`src/rtl/i2s_pkg.sv`:
```
// rtl/i2s_pkg.sv - shared WS modes, sequencer state type and NCO increment helper
package i2s_pkg;

  localparam int WS_MODE_LEVEL = 0;
  localparam int WS_MODE_TDM   = 1;

  typedef enum logic [1:0] {
    IDLE  = 2'd0,
    RUN   = 2'd1,
    DRAIN = 2'd2
  } state_e;

  // round(2 * f_bclk / f_clk * 2^phase_w): one carry per bclk half period
  function automatic logic [63:0] calc_inc(input logic [63:0] f_clk,
                                           input logic [63:0] f_bclk,
                                           input int          phase_w);
    calc_inc = ((f_bclk << (phase_w + 1)) + (f_clk >> 1)) / f_clk;
  endfunction

endpackage

```
`src/rtl/i2s_nco.sv`:
```
// rtl/i2s_nco.sv - phase accumulator whose carry-out marks each bclk edge
module i2s_nco #(
  parameter int PHASE_W = 32
) (
  input  logic               clk,
  input  logic               rst,
  input  logic               en_i,
  input  logic               clear_i,
  input  logic [PHASE_W-1:0] inc_i,
  output logic               tick_o
);

  logic [PHASE_W-1:0] acc_q;
  logic [PHASE_W-1:0] acc_d;
  logic [PHASE_W:0]   sum;

  // tick is kept apart from the clear path so the sequencer may derive clear from it
  assign sum    = {1'b0, acc_q} + {1'b0, inc_i};
  assign tick_o = en_i & sum[PHASE_W];

  always_comb begin
    acc_d = acc_q;
    if (clear_i) begin
      acc_d = '0;
    end else if (en_i) begin
      acc_d = sum[PHASE_W-1:0];
    end
  end

  always_ff @(posedge clk) begin
    if (rst) begin
      acc_q <= '0;
    end else begin
      acc_q <= acc_d;
    end
  end

endmodule

```
`src/rtl/i2s_clk_gen_frac.sv`:
```
// rtl/i2s_clk_gen_frac.sv - fractional I2S/TDM bclk/ws master; frame counter built when I2S_CLK_FRAME_CNT_EN is defined
module i2s_clk_gen_frac
  import i2s_pkg::*;
#(
  parameter int                 PHASE_W     = 32,
  parameter logic [PHASE_W-1:0] INC_DEFAULT = PHASE_W'(calc_inc(64'd100_000_000, 64'd1_024_000, PHASE_W)),
  parameter int                 SLOT_BITS   = 32,
  parameter int                 NUM_SLOTS   = 2,
  parameter int                 WS_MODE     = 0
) (
  input  logic                         clk,
  input  logic                         rst,
  input  logic                         en,
  input  logic [PHASE_W-1:0]           inc_i,
  input  logic                         inc_load,
  output logic                         bclk,
  output logic                         ws,
  output logic                         bclk_rise,
  output logic                         bclk_fall,
  output logic                         frame_start,
  output logic [$clog2(NUM_SLOTS)-1:0] slot_idx,
  output logic [$clog2(SLOT_BITS)-1:0] bit_idx,
  output logic                         running,
  output logic [31:0]                  frame_cnt
);

  localparam int                 SLOT_W    = $clog2(NUM_SLOTS);
  localparam int                 BIT_W     = $clog2(SLOT_BITS);
  localparam logic [BIT_W-1:0]   BIT_LAST  = BIT_W'(SLOT_BITS - 1);
  localparam logic [SLOT_W-1:0]  SLOT_LAST = SLOT_W'(NUM_SLOTS - 1);
  localparam logic [SLOT_W-1:0]  SLOT_HALF = SLOT_W'(NUM_SLOTS / 2);
  localparam logic [PHASE_W-1:0] INC_MAX   = {1'b1, {(PHASE_W-1){1'b0}}};

  state_e              state_q, state_d;
  logic                bclk_q, bclk_d;
  logic                ws_q, ws_d;
  logic                rise_q, rise_d;
  logic                fall_q, fall_d;
  logic                fs_q, fs_d;
  logic [SLOT_W-1:0]   slot_q, slot_d;
  logic [BIT_W-1:0]    bit_q, bit_d;
  logic                started_q, started_d;
  logic                run_q;
  logic [PHASE_W-1:0]  inc_act_q, inc_act_d;
  logic [PHASE_W-1:0]  inc_stg_q, inc_stg_d;
  logic                stg_vld_q, stg_vld_d;
  logic                tick;
  logic                wrap;
  logic                load_ok;
  logic [PHASE_W-1:0]  inc_clamped;

  i2s_nco #(.PHASE_W(PHASE_W)) u_nco (
    .clk     (clk),
    .rst     (rst),
    .en_i    (state_q != IDLE),
    .clear_i (state_d == IDLE),
    .inc_i   (inc_act_q),
    .tick_o  (tick)
  );

  // the first fall after leaving IDLE and the fall after the last bit both open a frame
  assign wrap = !started_q || ((bit_q == BIT_LAST) && (slot_q == SLOT_LAST));

  always_comb begin
    state_d   = state_q;
    bclk_d    = bclk_q;
    ws_d      = ws_q;
    rise_d    = 1'b0;
    fall_d    = 1'b0;
    fs_d      = 1'b0;
    slot_d    = slot_q;
    bit_d     = bit_q;
    started_d = started_q;
    unique case (state_q)
      IDLE: begin
        bclk_d    = 1'b0;
        ws_d      = 1'b0;
        slot_d    = '0;
        bit_d     = '0;
        started_d = 1'b0;
        if (en) state_d = RUN;
      end
      RUN, DRAIN: begin
        state_d = en ? RUN : DRAIN;
        if (tick && !bclk_q) begin
          bclk_d = 1'b1;
          rise_d = 1'b1;
        end else if (tick) begin
          bclk_d = 1'b0;
          fall_d = 1'b1;
          if (wrap && (state_q == DRAIN) && !en) begin
            state_d   = IDLE;
            slot_d    = '0;
            bit_d     = '0;
            ws_d      = 1'b0;
            started_d = 1'b0;
          end else begin
            started_d = 1'b1;
            if (wrap) begin
              slot_d = '0;
              bit_d  = '0;
              fs_d   = 1'b1;
            end else if (bit_q == BIT_LAST) begin
              bit_d  = '0;
              slot_d = slot_q + 1'b1;
            end else begin
              bit_d  = bit_q + 1'b1;
            end
            if (WS_MODE == WS_MODE_LEVEL) ws_d = (slot_d >= SLOT_HALF);
            else                          ws_d = (slot_d == '0) && (bit_d == '0);
          end
        end
      end
      default: state_d = IDLE;
    endcase
  end

  assign inc_clamped = (inc_i > INC_MAX) ? INC_MAX : inc_i;
  assign load_ok     = inc_load && (inc_i != '0);

  // while idle a new increment takes effect at once; otherwise it waits for a frame boundary
  always_comb begin
    inc_act_d = inc_act_q;
    inc_stg_d = inc_stg_q;
    stg_vld_d = stg_vld_q;
    if (load_ok) begin
      inc_stg_d = inc_clamped;
      stg_vld_d = 1'b1;
    end
    if (state_q == IDLE) begin
      if (load_ok) begin
        inc_act_d = inc_clamped;
        stg_vld_d = 1'b0;
      end else if (stg_vld_q) begin
        inc_act_d = inc_stg_q;
        stg_vld_d = 1'b0;
      end
    end else if (fs_d && stg_vld_q) begin
      inc_act_d = inc_stg_q;
      stg_vld_d = load_ok;
    end
  end

  always_ff @(posedge clk) begin
    if (rst) begin
      state_q   <= IDLE;
      bclk_q    <= 1'b0;
      ws_q      <= 1'b0;
      rise_q    <= 1'b0;
      fall_q    <= 1'b0;
      fs_q      <= 1'b0;
      slot_q    <= '0;
      bit_q     <= '0;
      started_q <= 1'b0;
      run_q     <= 1'b0;
      inc_act_q <= INC_DEFAULT;
      inc_stg_q <= '0;
      stg_vld_q <= 1'b0;
    end else begin
      state_q   <= state_d;
      bclk_q    <= bclk_d;
      ws_q      <= ws_d;
      rise_q    <= rise_d;
      fall_q    <= fall_d;
      fs_q      <= fs_d;
      slot_q    <= slot_d;
      bit_q     <= bit_d;
      started_q <= started_d;
      run_q     <= (state_d != IDLE);
      inc_act_q <= inc_act_d;
      inc_stg_q <= inc_stg_d;
      stg_vld_q <= stg_vld_d;
    end
  end

`ifdef I2S_CLK_FRAME_CNT_EN
  logic [31:0] fcnt_q;

  always_ff @(posedge clk) begin
    if (rst) begin
      fcnt_q <= '0;
    end else if (fs_d) begin
      fcnt_q <= fcnt_q + 32'd1;
    end
  end

  assign frame_cnt = fcnt_q;
`else
  assign frame_cnt = '0;
`endif

  assign bclk        = bclk_q;
  assign ws          = ws_q;
  assign bclk_rise   = rise_q;
  assign bclk_fall   = fall_q;
  assign frame_start = fs_q;
  assign slot_idx    = slot_q;
  assign bit_idx     = bit_q;
  assign running     = run_q;

endmodule

```
`config.mk`:
```
export PLATFORM = sky130hd
export DESIGN_NAME = i2s_clk_gen_frac
export DESIGN_NICKNAME = d
export VERILOG_FILES = /design/src/rtl/i2s_pkg.sv /design/src/rtl/i2s_nco.sv /design/src/rtl/i2s_clk_gen_frac.sv
export SDC_FILE = /design/constraint.sdc
export NUM_CORES = 1
export LEC_CHECK = 0
export ABC_CLOCK_PERIOD_IN_PS = 9700
export BUFFER_PORTS_ARGS = -buffer_cell sky130_fd_sc_hd__buf_2
export CAP_MARGIN = 20
export CORE_MARGIN = 3
export CORE_UTILIZATION = 60
export DETAILED_ROUTE_END_ITERATION = 8
export GPL_TIMING_DRIVEN = 0
export HOLD_SLACK_MARGIN = 0.1
export PLACE_DENSITY = 0.85
export SYNTH_ARGS = -nofsm -noshare
export SYNTH_HDL_FRONTEND = slang
export SYNTH_HIERARCHICAL = 1
export SYNTH_SLANG_ARGS = --single-unit
```
`constraint.sdc`:
```
create_clock -name clk -period 9.7 [get_ports clk]
set_clock_uncertainty 0.1 [all_clocks]
set_input_delay 1.94 -clock clk [delete_from_list [all_inputs] [get_ports clk]]
set_output_delay 1.94 -clock clk [all_outputs]
set_load 0.05 [all_outputs]
```
* After elaboration in Yosys (flattened, before gate mapping) *
Index checks and enable logic that the tools add are counted.
Widths: inputs -> output; s select.

word-level totals
  flip-flop bits (word level) = 112
  input bits = 36
  word-level logic and storage cells = 102

cells by class
  add/subtract/negate cells = 3
  order comparisons = 2
  eq/ne operators = 7
  multiplexer cells = 50
  bitwise operators = 2
  reductions and logical operators = 24

operators with widths
  operator              number
  $mux 32               5
  $add 32x32->33        1
  $gt 32x32->1 const B  1
  $reduce_bool 32->1    1
  $mux 1                29
  $mux 5                5
  $mux 2                5
  $pmux 5 s2            1
  $pmux 1 s2            4
  $reduce_bool 2->1     4
  $logic_and 1x1->1     6
  $ne 3x3->1 const B    2
  $reduce_or 2->1       3
  $add 5x1->5 const B   1
  $eq 5x5->1 const B    1
  $logic_not 2->1       2
  $ne 2x2->1 const B    2
  $pmux 2 s2            1
  $reduce_and 2->1      2
  $logic_not 1->1       3
  $reduce_and 3->1      1
  $reduce_or 3->1       1
  $eq 2x1->1 const B    1
  $eq 2x2->1 const B    1
  5 further kinds       5

* Logic depth before layout (Yosys ltp) *
Gate-level depths: netlist of run 1.

  depth in word-level cells = 14
  mapped depth = 20

* Modules after synthesis *
Netlist of run 1, hierarchy kept.

modules (own cells, without submodules)
  module            times used  cells each  area each (um^2)  sequential area each (um^2)
  i2s_clk_gen_frac  1           506         4170.2            1581.5
  i2s_nco           1           355         2865.2            640.6

* Least setup slack after synthesis of run 1 *
OpenSTA, ideal clock, no wires.

  path type = reg-to-reg
  start point = reg inc_act_q[0]
  end point = reg u_nco.acc_q[28]
  setup time = 84 ps
  arrival = 3588 ps
  data required time = 9516 ps
  setup slack = 5928 ps
  stages on the path, launching flop included = 20
  clock period less this slack = 3772 ps
  cell sequence = dfxtp_1 > ha_1 > fa_1 > a211oi_2 > o21bai_2 > a21oi_2 > nor4_4 > o21ai_1 > a211o_1 > a31o_2 > a21oi_1 > nand3_1 > nand2_1 > a311oi_1 > nor2_1 > or2_2 > clkbuf_1 > nor2_1 > nand2_1 > o31ai_2

between the ends
  word-level cells in the longest chain between the ends = 7

ends and longest elaborated chain
  item                                         RTL line                                        RTL
  start, declared                              i2s_clk_gen_frac.sv:44                          logic [PHASE_W-1:0] inc_act_q, inc_act_d;
  start signal, assigned                       i2s_clk_gen_frac.sv:170                         inc_act_q <= inc_act_d;
  $add 32x32->33 (*)                           i2s_nco.sv:18                                   assign sum = {1'b0, acc_q} + {1'b0, inc_i};
  $and 1x1->1 (*)                              i2s_nco.sv:19                                   assign tick_o = en_i & sum[PHASE_W];
  via tick                                     i2s_clk_gen_frac.sv:47                          logic tick;
  $mux 2 or $logic_and 1x1->1 (tied branches)  i2s_clk_gen_frac.sv:88, i2s_clk_gen_frac.sv:85
  $mux 2 (*)                                   i2s_clk_gen_frac.sv:85                          if (tick && !bclk_q) begin
  $pmux 2 s2 (*)                               i2s_clk_gen_frac.sv:74                          unique case (state_q)
  $logic_not 2->1 (*)                          i2s_clk_gen_frac.sv:56                          .clear_i (state_d == IDLE),
  $reduce_or 2->1 (no line) (*)                -
  end signal, assigned                         i2s_nco.sv:32                                   acc_q <= '0;
  end signal, assigned                         i2s_nco.sv:34                                   acc_q <= acc_d;
  end, declared                                i2s_nco.sv:13                                   logic [PHASE_W-1:0] acc_q;

The timed path passes the listed nets; every way through them passes the cells marked *.
A chain may end at the register's enable or synchronous reset.

* Worst setup path in the final report of run 1 *
  start point = reg inc_act_q[0]
  end point = reg inc_act_q[21]

between the ends
  word-level cells in the longest chain between the ends = 8

ends and longest elaborated chain
  item                                         RTL line                                        RTL
  $add 32x32->33 (*)                           i2s_nco.sv:18
  $and 1x1->1 (*)                              i2s_nco.sv:19
  via tick                                     i2s_clk_gen_frac.sv:47
  $mux 1 or $logic_and 1x1->1 (tied branches)  i2s_clk_gen_frac.sv:88, i2s_clk_gen_frac.sv:85
  $mux 1 (*)                                   i2s_clk_gen_frac.sv:85
  $mux 1 (*)                                   i2s_clk_gen_frac.sv:74
  $logic_and 1x1->1 (*)                        i2s_clk_gen_frac.sv:138                         end else if (fs_d && stg_vld_q) begin
  $reduce_bool 2->1 (no line) (*)              -
  $reduce_and 2->1 (no line) (*)               -

Marks and branches as above.

==> results.py, run 1 <==
metrics = {
    "power": {
        "switching_share": 0.3929,
        "comb_power_share": 0.396,
        "clock_power_share": 0.239,
        "power_frac_seq": 0.365,
        "leakage_nw": 3.319,
        "vdd_drop_max_uv": 207.9,
        "p_switching_w": 0.0005986,
        "power.internal_w": 0.0009249,
        "p_per_area_nw_per_um2": 194.2,
    },
    "worst_hold_path": {
        "hold_path_depth": 2,
        "worst_hold_path.endpoint": "inc_stg_q[5]",
        "min_path_type": "flop to flop",
        "min_from": "inc_stg_q[5]",
    },
    "clocking": {
        "clock_path_buffers": 2,
        "cts_tree": "done",
        "cts_resized": 0,
        "cts_max_level": 3,
        "clock-sinks": 111,
        "clk_pin_slew_worst_paths_ns": 0.08,
        "cts_setup_buffers": 0,
        "clkLatencyLatePin_ns": 0.36,
        "cts_hold_buf": 0,
        "ctsRootBufferMaster": "clkbuf_16",
        "cts_made_buffers": 9,
    },
    "layout": {
        "stdcell_area_um2": 7844,
        "fin_nets": 1025,
        "nFillCells": 926,
        "drive_gt1_frac": 0.1717,
        "antennaDiodeCount": 0,
        "area_growth_pct": 11.49,
        "final_cell_mix": "nand2_1, dfxtp_1, a21oi_1, buf_2, nor2_1",
    },
    "timing": {
        "clock.fmax_mhz": 205.3,
        "worstMarginPinSlew_ns": 0.8004,
        "drv_slew": 0,
        "finalCriticalPeriod_ns": 4.872,
        "slew-limit-headroom": 0.4664,
        "hold_violations": 0,
        "finalSetupViolCount": 0,
        "rsz0062_at_grt": "false",
        "post-route-period-util": 0.5022,
        "tns_ns": 0,
    },
    "grt": {
        "grt_pass1_vias": 6124,
        "grt-ovfl-total": 0,
        "antenna_found_initial": 0,
        "grt.total_usage": 0.2953,
        "grt_start_max_net_pins": 19,
        "grt_pass1_wl_mm": 30.95,
    },
    "setup_path": {
        "crit_slowest_cell": "clkbuf_1",
        "cp_cell_sequence": "ha_1 > fa_1 > a211oi_2 > o21bai_2 > a21oi_2 > nor4_4 > o21ai_1 > a211o_1 > a31o_2 > a21oi_1 > and2_1 > a41o_1 > clkbuf_1 > nor2_1 > nand2_1 > clkbuf_1 > a2bb2oi_1",
        "crit_fanout": 10,
        "cpMostUsedCell": "clkbuf_1",
        "critPathTopFamily": "compound AO/OA/AOI/OAI gates",
        "crit_buf_inv": 2,
        "r2r_setup_slack_ns": 4.83,
        "crit_type": "flop to flop",
        "regToRegStartpoint": "inc_act_q[0]",
        "end_kind": "flop",
        "worstPathRequired_ns": 9.89,
        "slowest_delay_ns": 0.51,
        "reg2regPathDepth": 17,
        "cp_data_arrival_time_ns": 5.06,
        "start_kind": "flop",
        "r2r-end": "inc_act_q[21]",
    },
    "logic_synthesis": {
        "netlist_area_um2": 7035,
        "synth-main-ff-cell": "dfxtp_1",
        "yosysWarningCount": 6,
        "synth_top_area_share": 0.3158,
        "avgSynthCellArea_um2": 8.171,
        "synth.distinct_cells": 72,
        "synth-seq-cells": 111,
        "ys_async_sr_fraction": 0,
        "synth_edf_count": 0,
        "yosys.area.top_type": "dfxtp_1",
        "synth_area_leaders": "dfxtp_1, ha_1, a21oi_1",
        "syn_inst": 861,
        "yosysSeqAreaShare": 0.3158,
    },
    "placement": {
        "hpwlAfterDp_mm": 14.48,
        "io_buffer_count": 47,
        "place.gp.congestion": 0.9360,
        "placed_cell_area_um2": 7562,
    },
    "route": {
        "vias": 6770,
        "first_iter_violations": 734,
        "drc": 0,
        "ant_nets": 0,
        "vias_per_cell": 6.183,
        "wire_per_inst_um": 17.63,
        "routed_wl_mm": 19.31,
        "dr.pass1.iters": 6,
    },
    "floorplan": {
        "core_region_area_um2": 11130,
        "die_w_um": 114.3,
        "die_area_um2": 13060,
        "initial_core_util": 0.6324,
        "pin_count": 80,
        "num_rows": 38,
        "dieHeight_um": 114.3,
    },
    "job": {
        "maxCapViolations": 0,
    },
    "run_status": {
        "status": "complete, no violations",
    },
}
power groups by stage:
stage	logic (W)	clock network [W]	registers, W
after CTS	0.000590	0.000367	0.000555
after detailed placement	0.000586	0	0.000565
after floorplan	0.000463	0	0.000552
after global routing	0.000658	0.000383	0.000560
after global placement	0.000575	0	0.000564
final	0.000604	0.000363	0.000556
metrics by stage:
| stage | hold WS, ns | worst slack [ns] | util | cells | power [W] |
|---|---|---|---|---|---|
| final | 0.3490 | 4.828 | 0.7050 | 1095 | 0.001523 |
| after global placement | 0.3357 | 5.028 | 0.6797 | 1079 | 0.001139 |
| after floorplan | 0.3268 | 5.928 | - | 892 | 0.001015 |
| after detailed placement | 0.3412 | 4.984 | 0.6797 | 1079 | 0.001151 |
| after CTS | 0.3521 | 4.965 | 0.7050 | 1095 | 0.001512 |
| after global routing | 0.3771 | 4.581 | 0.7050 | 1095 | 0.001602 |
worst min-delay path: stages, from the launching register on:
cell and delay [ns]:
dfxtp_1 0.31, nand2_1 0.05, a21oi_1 0.05
Yosys cell counts, types with 4 or more instances:
cell       number
dfxtp_1       111
nand2_1       111
a21oi_1        89
nor2_1         46
nand3_1        39
ha_1           38
buf_4          35
clkbuf_1       31
o21ai_0        29
a21o_1         22
xnor2_1        20
inv_1          19
nand4_1        19
mux2i_1        17
nand2b_1       17
o21ai_1        15
o32ai_1        15
a2111oi_2      13
a2bb2oi_1      13
and3_1         11
buf_2          11
nor2b_1         9
nor3_1          9
a211oi_1        7
and2_1          7
and3_2          7
nor4_1          7
a31oi_1         5
buf_1           5
nand3b_1        5
o21a_1          5
xor2_1          5
o21bai_1        4
or2_2           4
layer usage:
layer / up-vias / GRT usage / part of all wire
met1: 3109 / 0.4042 / 0.43
met4: 0 / 0.1045 / 0.030
met3: 53 / 0.06660 / 0.092
met5: - / 0 / 0
met2: 364 / 0.4586 / 0.45
li1: 3244 / - / -
registers in the layout (all words and copies together), names as in the netlist, 2 cells and up:
signal / cells
inc_stg_q: 32
bit_idx: 5
state_q: 2
inc_act_q: 32
u_nco/acc_q: 32
final cells by class:
type | instances | area [µm²] | share of cell area
multi-input combinational | 677 | 4372 | 0.5573
clock buffer | 10 | 239.0 | 0.03047
buffer | 85 | 486.7 | 0.06205
tap | 140 | 175.2 | 0.02233
timing repair buffer | 47 | 235.2 | 0.02999
sequential | 111 | 2222 | 0.2833
inverter | 19 | 71.32 | 0.009092
clock inverter | 6 | 42.54 | 0.005424
how the worst max path moves through the flow:
stage	from	to	slack, ns	cells after the start
after global placement	inc_act_q[0]	inc_act_q[26]	5.03	17
after global routing	inc_act_q[0]	inc_act_q[13]	4.58	17
final	inc_act_q[0]	inc_act_q[21]	4.83	17
after detailed placement	inc_act_q[0]	inc_act_q[21]	4.98	17
after CTS	inc_act_q[0]	u_nco/acc_q[28]	4.97	19
after floorplan	inc_act_q[0]	u_nco/acc_q[28]	5.93	19
kinds of logic (layout without fill, tap and decap cells):
group           Yosys count  after routing  share of synthesized area
xor+xnor                 25             25                    0.03112
other cells               1             32                  0.0005330
simple gates            303            303                     0.2150
flops                   111            111                     0.3158
mux                      20             20                    0.02899
compound gates          258            258                     0.2588
fa+ha+maj                39             39                    0.07043
buf+inv                 104            167                    0.07932
Note: power is estimated with default switching activity, not from simulation.
==> inputs of run 2 (changes only) <==
- ABC_AREA: unset -> 1
- ABC_CLOCK_PERIOD_IN_PS: 9700 -> 4800
- PLACE_DENSITY: 0.85 -> 0.84
- clock period: 9.7 -> 4.8 ns (I/O delays scaled with it)
==> run 2 against run 1 <==
Via count up 14%. Sequential power increased by 94%. Critical path depth increased by 3. Utilization down 1.9 points. Critical endpoint is now u_nco/acc_q[28]. Largest cell class unchanged. Highest routed layer unchanged.
==> results.py, run 2 <==
metrics = {
    "logic_synthesis": {
        "syn_inst": 1267,
        "ys_async_sr_fraction": 0,
        "synthTopCellsByCount": "nand2_1, inv_1, nor2_1",
        "yosys.area.top_type": "dfxtp_1",
        "synth.most_common_cell": "nand2_1",
        "yosysSeqAreaShare": 0.2850,
        "synth_edf_count": 0,
        "synth_top_area_share": 0.2850,
        "synth_area_leaders": "dfxtp_1, nand2_1, inv_1",
        "synth-seq-cells": 111,
        "yosysWarningCount": 6,
        "netlist_area_um2": 7796,
        "synth-main-ff-cell": "dfxtp_1",
        "avgSynthCellArea_um2": 6.153,
        "synth.distinct_cells": 40,
    },
    "run_status": {
        "status": "complete, no violations",
    },
    "route": {
        "ant_nets": 0,
        "dr.pass1.iters": 5,
        "routed_wl_mm": 19.73,
        "first_iter_violations": 550,
        "wire_per_inst_um": 12.87,
        "vias_per_cell": 5.055,
        "vias": 7750,
        "drc": 0,
    },
    "floorplan": {
        "die_area_um2": 14400,
        "num_rows": 41,
        "initial_core_util": 0.6153,
        "pin_count": 80,
        "core_region_area_um2": 12670,
        "die_w_um": 120.0,
        "dieHeight_um": 120.0,
    },
    "placement": {
        "io_buffer_count": 47,
        "place_inst": 1517,
        "hpwlAfterDp_mm": 15.33,
        "place.gp.congestion": 0.9543,
    },
    "grt": {
        "grt.total_usage": 0.2774,
        "grt_pass1_vias": 6959,
        "grt-ovfl-total": 0,
        "antenna_found_initial": 0,
        "grt_start_max_net_pins": 22,
        "grt_pass1_wl_mm": 32.33,
    },
    "layout": {
        "layout_commonest_cell": "nand2_1",
        "drive_gt1_frac": 0.1359,
        "fin_nets": 1431,
        "nFillCells": 1144,
        "final_cell_mix": "nand2_1, inv_1, nor2_1, dfxtp_1, nand3_1",
        "fin_cells": 1533,
        "fin_util": 0.6856,
        "seq_area_um2": 2222,
        "area_growth_pct": 11.43,
        "antennaDiodeCount": 0,
        "reg_top3": "inc_act_q x32, inc_stg_q x32, u_nco/acc_q x32",
        "multi_input_area_um2": 4397,
    },
    "clocking": {
        "cts_made_buffers": 9,
        "clock-sinks": 111,
        "cts_resized": 0,
        "clk_pin_slew_worst_paths_ns": 0.08,
        "clock_path_buffers": 2,
        "ctsRootBufferMaster": "clkbuf_16",
        "cts_hold_buf": 0,
        "cts_tree": "done",
        "clkLatencyLatePin_ns": 0.36,
        "cts_max_level": 3,
        "cts_setup_buffers": 0,
    },
    "timing": {
        "finalCriticalPeriod_ns": 3.893,
        "post-route-period-util": 0.8111,
        "slew-limit-headroom": 0.5444,
        "rsz0062_at_grt": "false",
        "worstMarginPinSlew_ns": 0.6833,
        "hold_violations": 0,
        "finalSetupViolCount": 0,
        "clock.fmax_mhz": 256.8,
        "drv_slew": 0,
        "tns_ns": 0,
    },
    "setup_path": {
        "crit_fanout": 10,
        "slowest_delay_ns": 0.57,
        "cp_data_arrival_time_ns": 4.06,
        "crit_type": "flop to flop",
        "cp_cell_sequence": "ha_1 > fa_1 > nand3_1 > nand3_1 > nand2_1 > nand2_1 > nand3_1 > nand3_2 > nand3_2 > a21oi_2 > nand4_1 > a22oi_1 > nor3_1 > nor2_1 > or2_2 > clkbuf_1 > clkbuf_1 > nor2_1 > nand2_1 > inv_1",
        "critPathTopFamily": "simple AND/OR/NAND/NOR gates",
        "start_kind": "flop",
        "crit_slowest_cell": "clkbuf_1",
        "end_kind": "flop",
        "worstPathRequired_ns": 4.97,
        "crit_buf_inv": 3,
    },
    "job": {
        "maxCapViolations": 0,
    },
    "worst_hold_path": {
        "min_path_type": "flop to flop",
    },
    "power": {
        "p_per_area_nw_per_um2": 332.4,
        "vdd_drop_max_uv": 232.7,
        "leakage_nw": 4.858,
    },
}
run 2: tightest hold or removal path: cells and delay by family (launching register included):
family / cells / cell delay (ns)
simple gates: 1 / 0.06
compound gates: 1 / 0.05
flops: 1 / 0.32
run 2: cell type report:
| class | count | area share |
|---|---|---|
| plain buffers | 75 | 0.05689 |
| clock buffers | 9 | 0.02593 |
| inverters | 213 | 0.09204 |
| clock inverters | 7 | 0.01138 |
| multi-input cells | 899 | 0.5061 |
| well taps | 172 | 0.02477 |
| flip-flops and latches | 111 | 0.2558 |
| repair buffers | 47 | 0.02708 |
run 2: final timing paths:
| kind | startpoint | to | slack (ns) | depth (start not counted) |
|---|---|---|---|---|
| setup / recovery | inc_act_q[0] | u_nco/acc_q[28] | 0.91 | 20 |
| hold / removal | u_nco/acc_q[0] | u_nco/acc_q[0] | 0.38 | 2 |
| setup reg to reg | inc_act_q[0] | u_nco/acc_q[28] | 0.91 | 20 |
| hold reg to reg | u_nco/acc_q[0] | u_nco/acc_q[0] | 0.38 | 2 |
run 2: kinds of logic after synthesis:
| group | count (synthesis) | synth area share |
|---|---|---|
| buffers and inverters | 288 | 0.1659 |
| and+or+nand+nor | 690 | 0.3831 |
| AOI/OAI and AO/OA | 123 | 0.08506 |
| adders and majority gates | 39 | 0.06355 |
| other | 1 | 0.0004810 |
| xor gates and xnor gates | 15 | 0.01685 |
| DFF | 111 | 0.2850 |
run 2: report_power, final:
part / internal (W) / total [W] / switching (W)
clock: 0.000423 / 0.000816 / 0.000393
sequential: 0.00101 / 0.00108 / 0.0000660
combinational: 0.000331 / 0.000995 / 0.000665
run 2: metal layers:
metal | wire (µm) | vias up | track usage
met5 | 0 | - | 0
met4 | 504 | 0 | 0.1031
met3 | 1531 | 43 | 0.05137
met2 | 9160 | 284 | 0.4598
met1 | 8536 | 3413 | 0.3596
li1 | - | 4010 | -
run 2: through the flow:
step,hold WS (ns),cell area (µm²),power (W),setup WS [ns]
final,0.3838,8687,0.002887,0.9066
after floorplan,0.3436,7913,0.001846,1.812
after detailed placement,0.3718,8363,0.002066,0.9713
after global routing,0.4137,8687,0.003066,0.5789
after global placement,0.3528,8363,0.002046,1.054
after CTS,0.3823,8687,0.002878,0.9339
==> inputs of run 3 (changes only) <==
- ABC_CLOCK_PERIOD_IN_PS: 4800 -> 4000
- clock period: 4.8 -> 4 ns (I/O delays scaled with it)
==> run 3 against run 2 <==
Cell area unchanged. Fmax up 0.31%. Register-to-register slack worse by 0.79 ns. Utilization unchanged. Combinational power up 20%. Global-route usage unchanged. First-iteration DRC count unchanged. Critical path depth unchanged. Routed wire length down 0.23%. Sequential share of layout area unchanged. Sequential cell count unchanged.
==> results.py, run 3 (synthesized netlist as in run 2, its figures left out) <==
metrics = {
    "timing": {
        "finalSetupViolCount": 0,
        "clock.fmax_mhz": 257.6,
        "fin_ws_ns": 0.1186,
        "fin_hold_ws_ns": 0.3851,
        "rsz0062_at_grt": "true",
        "post-route-period-util": 0.9704,
        "worstMarginPinSlew_ns": 0.6733,
        "slew-limit-headroom": 0.5511,
        "drv_slew": 0,
        "hold_violations": 0,
        "finalCriticalPeriod_ns": 3.881,
    },
    "floorplan": {
        "die_area_um2": 14400,
        "initial_core_util": 0.6153,
        "dieHeight_um": 120.0,
        "core_region_area_um2": 12670,
        "num_rows": 41,
        "die_w_um": 120.0,
        "pin_count": 80,
    },
    "power": {
        "p_per_area_nw_per_um2": 398.8,
        "vdd_drop_max_uv": 279.5,
        "power_w": 0.003464,
        "leakage_nw": 4.858,
    },
    "worst_hold_path": {
        "worst_hold_path.endpoint": "u_nco/acc_q[0]",
        "min_path_type": "flop to flop",
        "min_from": "u_nco/acc_q[0]",
        "hold_path_depth": 2,
    },
    "layout": {
        "area_growth_pct": 11.43,
        "antennaDiodeCount": 0,
        "reg_top3": "inc_act_q x32, inc_stg_q x32, u_nco/acc_q x32",
        "drive_gt1_frac": 0.1359,
        "layout_commonest_cell": "nand2_1",
        "final_cell_mix": "nand2_1, inv_1, nor2_1, dfxtp_1, nand3_1",
        "fin_util": 0.6856,
        "fin_nets": 1431,
        "nFillCells": 1144,
    },
    "route": {
        "dr.pass1.iters": 5,
        "wl_met3_mm": 1.455,
        "routed_wl_mm": 19.69,
        "met2_length_mm": 9.138,
        "ant_nets": 0,
        "met1_length_mm": 8.612,
        "vias_per_cell": 5.029,
        "vias": 7710,
        "wire_per_inst_um": 12.84,
        "first_iter_violations": 550,
        "drc": 0,
        "top_layer_used": "met4",
    },
    "setup_path": {
        "crit_fanout": 10,
        "reg2regPathDepth": 20,
        "r2r-end": "u_nco/acc_q[18]",
        "critical_path.startpoint": "inc_act_q[0]",
        "regToRegStartpoint": "inc_act_q[0]",
        "crit_type": "flop to flop",
        "worstPathRequired_ns": 4.15,
        "start_kind": "flop",
        "r2r_setup_slack_ns": 0.12,
        "cp_data_arrival_time_ns": 4.03,
        "end_kind": "flop",
    },
    "clocking": {
        "clkLatencyLatePin_ns": 0.36,
        "cts_max_level": 3,
        "cts_made_buffers": 9,
        "clock-sinks": 111,
        "cts_tree": "done",
        "ctsRootBufferMaster": "clkbuf_16",
        "clk_pin_slew_worst_paths_ns": 0.08,
        "cts_setup_buffers": 0,
        "clock_path_buffers": 2,
    },
    "grt": {
        "antenna_found_initial": 0,
        "grt_pass1_vias": 6959,
        "grt_start_max_net_pins": 22,
        "grt_pass1_wl_mm": 32.33,
        "grt-ovfl-total": 0,
        "grt.total_usage": 0.2774,
    },
    "run_status": {
        "status": "complete, no violations",
    },
    "job": {
        "maxCapViolations": 0,
    },
    "placement": {
        "hpwlAfterDp_mm": 15.33,
        "place.gp.congestion": 0.9543,
        "io_buffer_count": 47,
        "pre_cts_slack_ns": 0.1713,
    },
}
[run 3: where the power goes]
part           switching (W)  internal, W
combinational       0.000797     0.000397
clock               0.000472     0.000508
sequential         0.0000790      0.00121
total                0.00135      0.00212
[run 3: what timing repair did]
item | in CTS | in global routing
setup endpoints to repair | 0 | 30
hold buffers | 0 | 0
resized for setup | 0 | 1
[run 3: area by class of cell]
| cell class | count | area, µm² | area share |
|---|---|---|---|
| plain buffers | 75 | 494.2 | 0.05689 |
| clock buffers | 9 | 225.2 | 0.02593 |
| clock inverters | 7 | 98.84 | 0.01138 |
| inverters | 213 | 799.5 | 0.09204 |
| multi-input cells | 899 | 4397 | 0.5061 |
| flip-flops and latches | 111 | 2222 | 0.2558 |
| well taps | 172 | 215.2 | 0.02477 |
| repair buffers | 47 | 235.2 | 0.02708 |
[run 3: worst max path at each step]
stage | to | slack [ns] | depth (start not counted)
floorplan | u_nco/acc_q[10] | 1.01 | 20
global placement | u_nco/acc_q[30] | 0.25 | 20
detailed placement | u_nco/acc_q[28] | 0.17 | 20
CTS | u_nco/acc_q[18] | 0.13 | 20
global route | u_nco/acc_q[29] | -0.22 | 20
finish | u_nco/acc_q[18] | 0.12 | 20
[run 3: critical path: stages (launching register included)]
cell and delay (ns):
dfxtp_1 0.36, ha_1 0.26, fa_1 0.31, nand3_1 0.11, nand3_1 0.17, nand2_1 0.07
nand2_1 0.14, nand3_1 0.13, nand3_2 0.11, nand3_2 0.08, a21oi_2 0.26, nand4_1 0.13
a22oi_1 0.21, nor3_1 0.08, nor2_1 0.13, or2_2 0.12, clkbuf_1 0.23, clkbuf_1 0.50
nor2_1 0.08, o21ai_1 0.13, inv_1 0.07
[run 3: layer usage]
layer | vias up | GRT usage
met5 | - | 0
met4 | 0 | 0.1031
met3 | 38 | 0.05137
met2 | 268 | 0.4598
met1 | 3394 | 0.3596
li1 | 4010 | -
[run 3: through the flow]
stage,instances,setup TNS (ns),area (µm²)
CTS,1533,0,8687
global route,1533,-4.267,8687
detailed placement,1517,0,8363
global placement,1517,0,8363
floorplan,1298,0,7913
finish,1533,0,8687
